File: src/rtl/bus_pkg.sv
// Shared types and constants for the bus initiator.
package bus_pkg;

    // Initiator control states.
    typedef enum logic [1:0] {
        ST_IDLE   = 2'd0,
        ST_ACCESS = 2'd1,
        ST_RESP   = 2'd2
    } state_t;

    // Response error codes reported on rsp_error.
    localparam logic [1:0] ERR_OK       = 2'b00;
    localparam logic [1:0] ERR_MISALIGN = 2'b01;
    localparam logic [1:0] ERR_TIMEOUT  = 2'b10;

    // Only word-aligned addresses are issued to the peripheral bus.
    function automatic logic is_aligned(input logic [31:0] addr);
        return (addr[1:0] == 2'b00);
    endfunction

endpackage

File: src/rtl/bus_timeout_ctr.sv
// Counts bus-strobe cycles that saw no bus_ready. 'expired' flags the
// final permitted strobe cycle (still without ready), so the initiator
// can abort at the end of exactly TIMEOUT strobe cycles. TIMEOUT=0 never expires.
module bus_timeout_ctr #(
    parameter int TIMEOUT = 255
) (
    input  logic clk,
    input  logic rst_n,
    input  logic clear,
    input  logic enable,
    output logic expired
);

    localparam int W = (TIMEOUT > 0) ? $clog2(TIMEOUT + 1) : 1;

    logic [W-1:0] count_reg;

    // Counter: cleared at command accept, advances on each unready strobe cycle.
    always_ff @(posedge clk or negedge rst_n) begin
        if (!rst_n) begin
            count_reg <= '0;
        end else if (clear) begin
            count_reg <= '0;
        end else if (enable) begin
            count_reg <= count_reg + W'(1);
        end
    end

    generate
        if (TIMEOUT == 0) begin : g_disabled
            assign expired = 1'b0;
        end else begin : g_enabled
            localparam logic [W-1:0] LAST = W'(TIMEOUT - 1);
            assign expired = enable && (count_reg == LAST);
        end
    endgenerate

endmodule

File: src/rtl/bus_initiator.sv
// Command-to-peripheral-bus initiator: accepts one command, drives a single
// strobe phase until bus_ready or timeout, then holds the response until taken.
module bus_initiator
    import bus_pkg::*;
#(
    parameter int TIMEOUT = 255
) (
    input  logic        clk,
    input  logic        rst_n,
    input  logic        cmd_valid,
    output logic        cmd_ready,
    input  logic        cmd_write,
    input  logic [31:0] cmd_addr,
    input  logic [31:0] cmd_wdata,
    input  logic [3:0]  cmd_wmask,
    output logic        rsp_valid,
    input  logic        rsp_ready,
    output logic [31:0] rsp_rdata,
    output logic [1:0]  rsp_error,
    output logic [31:0] bus_addr,
    output logic [31:0] bus_wdata,
    output logic [3:0]  bus_wmask,
    output logic        bus_wen,
    output logic        bus_ren,
    input  logic [31:0] bus_rdata,
    input  logic        bus_ready
);

    state_t      state_reg, state_next;
    logic [31:0] addr_reg, addr_next;
    logic [31:0] wdata_reg, wdata_next;
    logic [3:0]  wmask_reg, wmask_next;
    logic        write_reg, write_next;
    logic [31:0] rdata_reg, rdata_next;
    logic [1:0]  error_reg, error_next;
    logic        accept;
    logic        tmo_enable;
    logic        tmo_expired;

    assign accept     = (state_reg == ST_IDLE) && cmd_valid;
    assign tmo_enable = (state_reg == ST_ACCESS) && !bus_ready;

    bus_timeout_ctr #(
        .TIMEOUT (TIMEOUT)
    ) u_timeout (
        .clk     (clk),
        .rst_n   (rst_n),
        .clear   (accept),
        .enable  (tmo_enable),
        .expired (tmo_expired)
    );

    // State and datapath registers; reset clears everything immediately.
    always_ff @(posedge clk or negedge rst_n) begin
        if (!rst_n) begin
            state_reg <= ST_IDLE;
            addr_reg  <= '0;
            wdata_reg <= '0;
            wmask_reg <= '0;
            write_reg <= 1'b0;
            rdata_reg <= '0;
            error_reg <= ERR_OK;
        end else begin
            state_reg <= state_next;
            addr_reg  <= addr_next;
            wdata_reg <= wdata_next;
            wmask_reg <= wmask_next;
            write_reg <= write_next;
            rdata_reg <= rdata_next;
            error_reg <= error_next;
        end
    end

    // Next-state and datapath update; bus_ready is checked before timeout so
    // a ready in the final permitted cycle completes normally.
    always_comb begin
        state_next = state_reg;
        addr_next  = addr_reg;
        wdata_next = wdata_reg;
        wmask_next = wmask_reg;
        write_next = write_reg;
        rdata_next = rdata_reg;
        error_next = error_reg;
        case (state_reg)
            ST_IDLE: begin
                if (cmd_valid) begin
                    addr_next  = cmd_addr;
                    wdata_next = cmd_wdata;
                    wmask_next = cmd_wmask;
                    write_next = cmd_write;
                    rdata_next = '0;
                    if (is_aligned(cmd_addr)) begin
                        error_next = ERR_OK;
                        state_next = ST_ACCESS;
                    end else begin
                        error_next = ERR_MISALIGN;
                        state_next = ST_RESP;
                    end
                end
            end
            ST_ACCESS: begin
                if (bus_ready) begin
                    rdata_next = write_reg ? 32'h0 : bus_rdata;
                    error_next = ERR_OK;
                    state_next = ST_RESP;
                end else if (tmo_expired) begin
                    rdata_next = '0;
                    error_next = ERR_TIMEOUT;
                    state_next = ST_RESP;
                end
            end
            ST_RESP: begin
                if (rsp_ready) begin
                    state_next = ST_IDLE;
                end
            end
            default: begin
                state_next = ST_IDLE;
            end
        endcase
    end

    // Handshakes and strobes decode straight from the state register.
    assign cmd_ready = (state_reg == ST_IDLE);
    assign rsp_valid = (state_reg == ST_RESP);
    assign bus_wen   = (state_reg == ST_ACCESS) && write_reg;
    assign bus_ren   = (state_reg == ST_ACCESS) && !write_reg;
    assign bus_addr  = addr_reg;
    assign bus_wdata = wdata_reg;
    assign bus_wmask = wmask_reg;
    assign rsp_rdata = rdata_reg;
    assign rsp_error = error_reg;

endmodule

File: config.mk
export PLATFORM = sky130hd
export DESIGN_NAME = bus_initiator
export DESIGN_NICKNAME = d
export VERILOG_FILES = /design/src/rtl/bus_pkg.sv /design/src/rtl/bus_timeout_ctr.sv /design/src/rtl/bus_initiator.sv
export SDC_FILE = /design/constraint.sdc
export NUM_CORES = 1
export LEC_CHECK = 0
export ABC_AREA = 1
export BUFFER_PORTS_ARGS = -buffer_cell sky130_fd_sc_hd__buf_2
export CAP_MARGIN = 5
export CORE_ASPECT_RATIO = 0.75
export CORE_MARGIN = 2
export CORE_UTILIZATION = 45
export CTS_CLUSTER_DIAMETER = 120
export CTS_CLUSTER_SIZE = 28
export DETAILED_ROUTE_END_ITERATION = 10
export PLACE_DENSITY = 0.87
export SETUP_SLACK_MARGIN = 0.3
export SLEW_MARGIN = 20
export SYNTH_ARGS = -nofsm -noshare
export SYNTH_HDL_FRONTEND = slang
export SYNTH_HIERARCHICAL = 1
export SYNTH_SLANG_ARGS = --single-unit
File: constraint.sdc
create_clock -name clk -period 2.11 [get_ports clk]
set_input_delay 0.3165 -clock clk [delete_from_list [all_inputs] [get_ports clk]]
set_output_delay 0.3165 -clock clk [all_outputs]
set_load 0.01 [all_outputs]
# [Word-level counts from Yosys, hierarchy flattened]
# Index checks and enable logic that the tools add are counted.
[totals] register_bits=113 out_inout_bits=106 elab_cells=46
[classes] n_addsub=1 eq_ne=6 muxes=17 n_reduce_logical=14
[ops] op="$mux W32" count=4
[ops] op="$pmux W32 S2" count=1
[ops] op="$mux W8" count=2
[ops] op="$mux W2" count=7
[ops] op="$add A8 B1 Y8 const B" count=1
[ops] op="$eq A8 B8 Y1 const B" count=1
[ops] op="$pmux W2 S3" count=1
[ops] op="$reduce_and A3 Y1" count=2
[ops] op="$logic_and A1 B1 Y1" count=5
[ops] op="$logic_not A2 Y1" count=2
[ops] op="$pmux W2 S2" count=1
[ops] op="$reduce_bool A2 Y1" count=2
[ops] op="$ne A3 B3 Y1 const B" count=1
[ops] op="$eq A2 B1 Y1 const B" count=1
[ops] op="$eq A2 B2 Y1 const B" count=1
[ops] op="$logic_not A1 Y1" count=2
[ops] op="$ne A2 B1 Y1 const B" count=1
[ops] op="$ne A2 B2 Y1 const B" count=1
[ops] op="$reduce_and A2 Y1" count=1
[ops] op="$mux W1" count=1

# [Depth between registers and ports, before layout]
[logic_depth] depth_word=6 mapped_depth=11 depth_no_buf=10

# [Hierarchy]
# The synthesis kept the hierarchy.
[modules_own_cells] module="bus_initiator" n_inst=1 cells_each=464 area_per_inst_um2=4149.0
[modules_own_cells] module="bus_timeout_ctr" n_inst=1 cells_each=64 area_per_inst_um2=474.2

# [Least setup slack after synthesis]
# No wires, ideal clock.
[synth_path] kind="register to register" start="reg state_reg[1]" end="reg rdata_reg[10], in the netlist rsp_rdata[10]" setup_time_ps=117 t_arrival_ps=1722 t_required_ps=1993 slack_ps=271 stages_incl_launch_ff=12 path_buffers=1 synth_period_minus_slack_ps=1839 cell_sequence="dfrtp_1 inv_2 nand2_1 nor2_1 nand3_1 nor3_1 nor2_1 nand2_2 nand3_4 buf_6 nand2_1 nand2_1"
[synth_between] elab_chain_len=5
[synth_lines] element="start: declaration" line_no="bus_initiator.sv:29" rtl="state_t state_reg, state_next;"
[synth_lines] element="start signal: assignment" line_no="bus_initiator.sv:64" rtl="state_reg <= state_next;"
[synth_lines] element="$eq A2 B1 Y1" line_no="bus_initiator.sv:41" rtl="assign tmo_enable = (state_reg == ST_ACCESS) && !bus_ready;"
[synth_lines] element="$logic_and A1 B1 Y1" line_no="bus_initiator.sv:41"
[synth_lines] element="$logic_and A1 B1 Y1" line_no="bus_timeout_ctr.sv:34" rtl="assign expired = enable && (count_reg == LAST);"
[synth_lines] element="named net tmo_expired" line_no="bus_initiator.sv:38" rtl="logic tmo_expired;"
[synth_lines] element="$ne A3 B3 Y1 (no source line)"
[synth_lines] element="$reduce_and A3 Y1 (no source line)"
[synth_lines] element="end signal: assignment" line_no="bus_initiator.sv:69" rtl="rdata_reg <= rdata_next;"
[synth_lines] element="end: declaration" line_no="bus_initiator.sv:34" rtl="logic [31:0] rdata_reg, rdata_next;"
# The timed path passes the listed nets, and every way through them passes these cells.
# A chain may end at the register's enable or synchronous reset.

# [Worst setup path in the final report]
[layout_path] start="reg state_reg[1]" end="reg u_timeout.count_reg[1]"
[layout_between] elab_chain_len=3
[layout_lines] element="$eq A2 B1 Y1 or $logic_not A2 Y1 (tied branches)" line_no="bus_initiator.sv:41, bus_initiator.sv:40"
[layout_lines] element="$logic_and A1 B1 Y1, on equally long branches" line_no="bus_initiator.sv:41, bus_initiator.sv:40"
[layout_lines] element="$reduce_bool A2 Y1 (no source line) or $mux W8 (tied branches)"
[layout_lines] element="end signal: assignment" line_no="bus_timeout_ctr.sv:25" rtl="count_reg <= count_reg + W'(1);"
[layout_lines] element="end: declaration" line_no="bus_timeout_ctr.sv:16" rtl="logic [W-1:0] count_reg;"
# Several ways; a longest one is shown, not always the timed one.

==> parameters.txt <==
Parameter                              Value

Critical path
  Critical path data required time ... 2.38 ns
  Startpoint of the worst register-to-register path ... state_reg[1]
  Register-to-register path setup slack ... 0.37 ns
  Critical path data arrival time ... 2.01 ns
  Critical path launch point type ... register
  Worst-case reg-to-reg path depth ... 8
  Worst flop-to-flop path endpoint ... u_timeout/count_reg[1]
  Worst-path cell chain ... inv_4 -> buf_4 -> nand2_2 -> nor2_4 -> buf_8 -> inv_1 -> nand2_1 -> o21ai_0
  Standard cell with the maximum stage delay on the critical path ... dfrtp_2
  Critical path class ... reg -> reg
  Biggest fanout along the worst timing path ... 26
  CP peak stage delay ... 0.44 ns
  Sort of element at the end of the critical path ... register

Routing
  Average via count per standard cell ... 4.82
  Vias after detailed routing ... 4331
  Starting DRC count in detailed routing ... 310
  Routed wire length ... 12.6 mm
  Post-route DRC violation count ... 0
  Detailed Routing Iterations Pass 1 ... 5
  Number of antenna-violating nets in the routed design ... 0
  Per-cell routed wire length ... 14.0 um

Timing
  Crit path time final ... 1.74 ns
  Slew margin rel. ... 0.751
  Least-Margin Pin Slew ... 0.373 ns
  Hold Vio Cnt, Final ... 0
  Final slew viol count ... 0
  Worst Clk Skew ... 0.00966 ns
  RSZ-0062 raised after global routing ... true
  Final setup fails ... 0
  Sum of negative setup slack ... 0 ns
  Final critical-path share of the clock period ... 0.824
  Fmax ... 0.575 GHz

CTS
  CTS sink cnt ... 113
  Buffers from clock root to sink, at most ... 2
  TritonCTS clock tree ... yes
  H-tree levels ... 4
  Clock tree root driver cell ... clkbuf_16
  Number of buffers inserted during clock tree synthesis ... 17
  Worst-skew pair later-pin latency ... 0.40 ns
  Clock-pin transition on the worst setup and hold timing paths ... 0.06 ns

Placed design
  HPWL after detailed placement ... 8.37 mm
  Post-detailed-placement cell area ... 5800 um2
  Inst Count DP ... 860
  Placer's final routability congestion estimate ... 0.785
  Count of buffers from port buffering ... 211

Global route
  Number of global-route vias before repair ... 4146
  Total global routing overflow ... 0
  Largest net degree at the start of global routing ... 51
  Most Crowded Layer GR ... met2
  Antenna violations before repair ... 1
  Global Route met3 Usage ... 0.0734
  GR Util met2 ... 0.368
  First-pass GRT wire length ... 19.7 mm
  Total track usage ... 0.226
  Grt met1 use ... 0.286

Synthesis
  Synthesized instance count ... 528
  Number of enable flip-flop cells after synthesis ... 0
  Sequential-to-total area share from yosys stat ... 0.612
  Simple-gate share of the synthesized area ... 0.324
  Area fraction in compound gates after synthesis ... 0.0106
  Share of flip-flops with an asynchronous set or reset ... 1.00
  YS warnings ... 6
  Synthesized-area fraction occupied by adder cells ... 0.00541
  Xor-xnor portion of the synthesized cell area ... 0
  Post-synthesis mux area share ... 0
  Number of synthesized register bits ... 113
  Unique masters post-synth ... 22
  Dominant combinational cell family by area after synthesis ... simple AND/OR/NAND/NOR gates
  Leading cell types by total area after synthesis ... dfrtp_1 (61%), nand2_1 (23%), nand3_1 (4.3%)
  Ys flop type ... dfrtp_1
  Avg Cell Area, Syn ... 8.76 um2
  Combined area of all synthesized cells ... 4620 um2
  Net count after synthesis ... 636
  Share of the synthesized area in the top cell type ... 0.612
  Largest area contributor in the netlist ... dfrtp_1

Floorplanning
  Die Y-Extent ... 91.8 um
  Horizontal extent of the die ... 121 um
  Starting density of the core ... 0.456
  DIE AREA ... 11100 um2
  Ports placed on the boundary ... 212
  Core region area ... 10100 um2
  Cell Rows ... 32

Finish
  Final instance area ... 6510 um2
  FILL cells ... 803
  Area Growth Syn to Fin ... 40.9%
  Most common library cell in the layout ignoring fill and taps ... nand2_1
  Share of cells above drive strength 1 ... 0.367
  Layout Nets ... 859
  Final antenna diode count ... 0
  Commonest non-fill, non-tap cells in the layout ... nand2_1 (286), buf_2 (210), dfrtp_1 (112), nand3_1 (40)
  Final cell count without fillers ... 899

Min path
  Class of the most critical hold timing path ... in -> reg
  WHS Endpoint ... bus_addr[9]
  WHS Path Cells ... 3
  Start point of the worst min-delay path ... cmd_addr[9]

Power
  Post-layout power ... 0.00920 W
  Leakage dissipation ... 3.85 nW
  P per Cell Area ... 1410 nW/um2
  Maximum resistive drop on vdd ... 0.899 mV

Flow run
  Max capacitance violation total ... 0

Outcome
  Outcome ... finished, final reports clean
-- cells in the mapped netlist, types with 2 or more instances --
master,instances
nor2_4,4
nand4_1,3
inv_2,3
buf_2,8
nand2_1,287
buf_6,4
nand3_1,40
dfrtp_1,113
o21ai_1,2
a21oi_1,3
ha_1,2
o21ai_0,3
buf_4,9
clkbuf_1,3
inv_1,13
nand2_2,8
nor2_1,18
-- layer usage --
layer	up-vias	routed length [um]
met1	2005	5270
met4	0	156
met2	225	5920
met3	14	1240
met5	-	0
li1	2087	-
-- power breakdown --
group | total [W] | internal, W | switching, W
logic | 0.00297 | 0.00112 | 0.00186
clock network | 0.00285 | 0.00190 | 0.000955
registers | 0.00337 | 0.00293 | 0.000443
-- critical path, delay by kind of cell (launching register included) --
family / cells / cell delay [ns]
compound gates: 1 / 0.09
buf+inv: 4 / 0.61
flops: 1 / 0.44
simple gates: 3 / 0.45
-- cells by family (layout without fill, tap and decap cells) --
group | Yosys count | after routing
flip-flops | 113 | 113
AO/OA/AOI/OAI | 9 | 9
buffers and inverters | 40 | 270
AND/OR/NAND/NOR | 364 | 369
adder cells (fa/ha/maj) | 2 | 2
-- worst max-delay path by stage --
stage | startpoint | end | cells past startpoint
floorplan | state_reg[1] | rsp_rdata[10] | 11
global placement | state_reg[1] | rsp_error[0] | 10
detailed placement | state_reg[1] | rsp_rdata[13] | 10
CTS | state_reg[1] | rsp_rdata[1] | 10
global route | state_reg[1] | u_timeout/count_reg[1] | 8
finish | state_reg[1] | u_timeout/count_reg[1] | 8
-- final cells by class --
type	count	area, um2	share of cell area
tap	136	170	0.0261
sequential	113	2830	0.434
clock inverter	11	138	0.0211
clock buffer	20	457	0.0701
inverter	16	65.1	0.00999
timing repair buffer	223	1200	0.184
multi-input combinational	380	1660	0.254
-- repair_timing --
| item | 4_1_cts | 5_1_grt |
|---|---|---|
| resized for setup | 5 | 8 |
| endpoints found under the hold margin | 26 | 0 |
| buffers inserted | 2 | 0 |
| endpoints found under the setup margin | 34 | 79 |
| hold buffers | 1 | 0 |
| cloned | 3 | 2 |
| pin swaps | 3 | 3 |
-- per-stage QoR --
step	setup WS (ns)	utilization	hold slack (ns)
5_1_grt	0.256	0.643	0.112
3_3_place_gp	0.250	0.572	0.266
4_1_cts	0.305	0.639	0.101
2_1_floorplan	0.364	-	0.0209
3_5_place_dp	0.0909	0.572	0.264
6_report	0.372	0.643	0.119
Power figures use the tool's default switching activity.
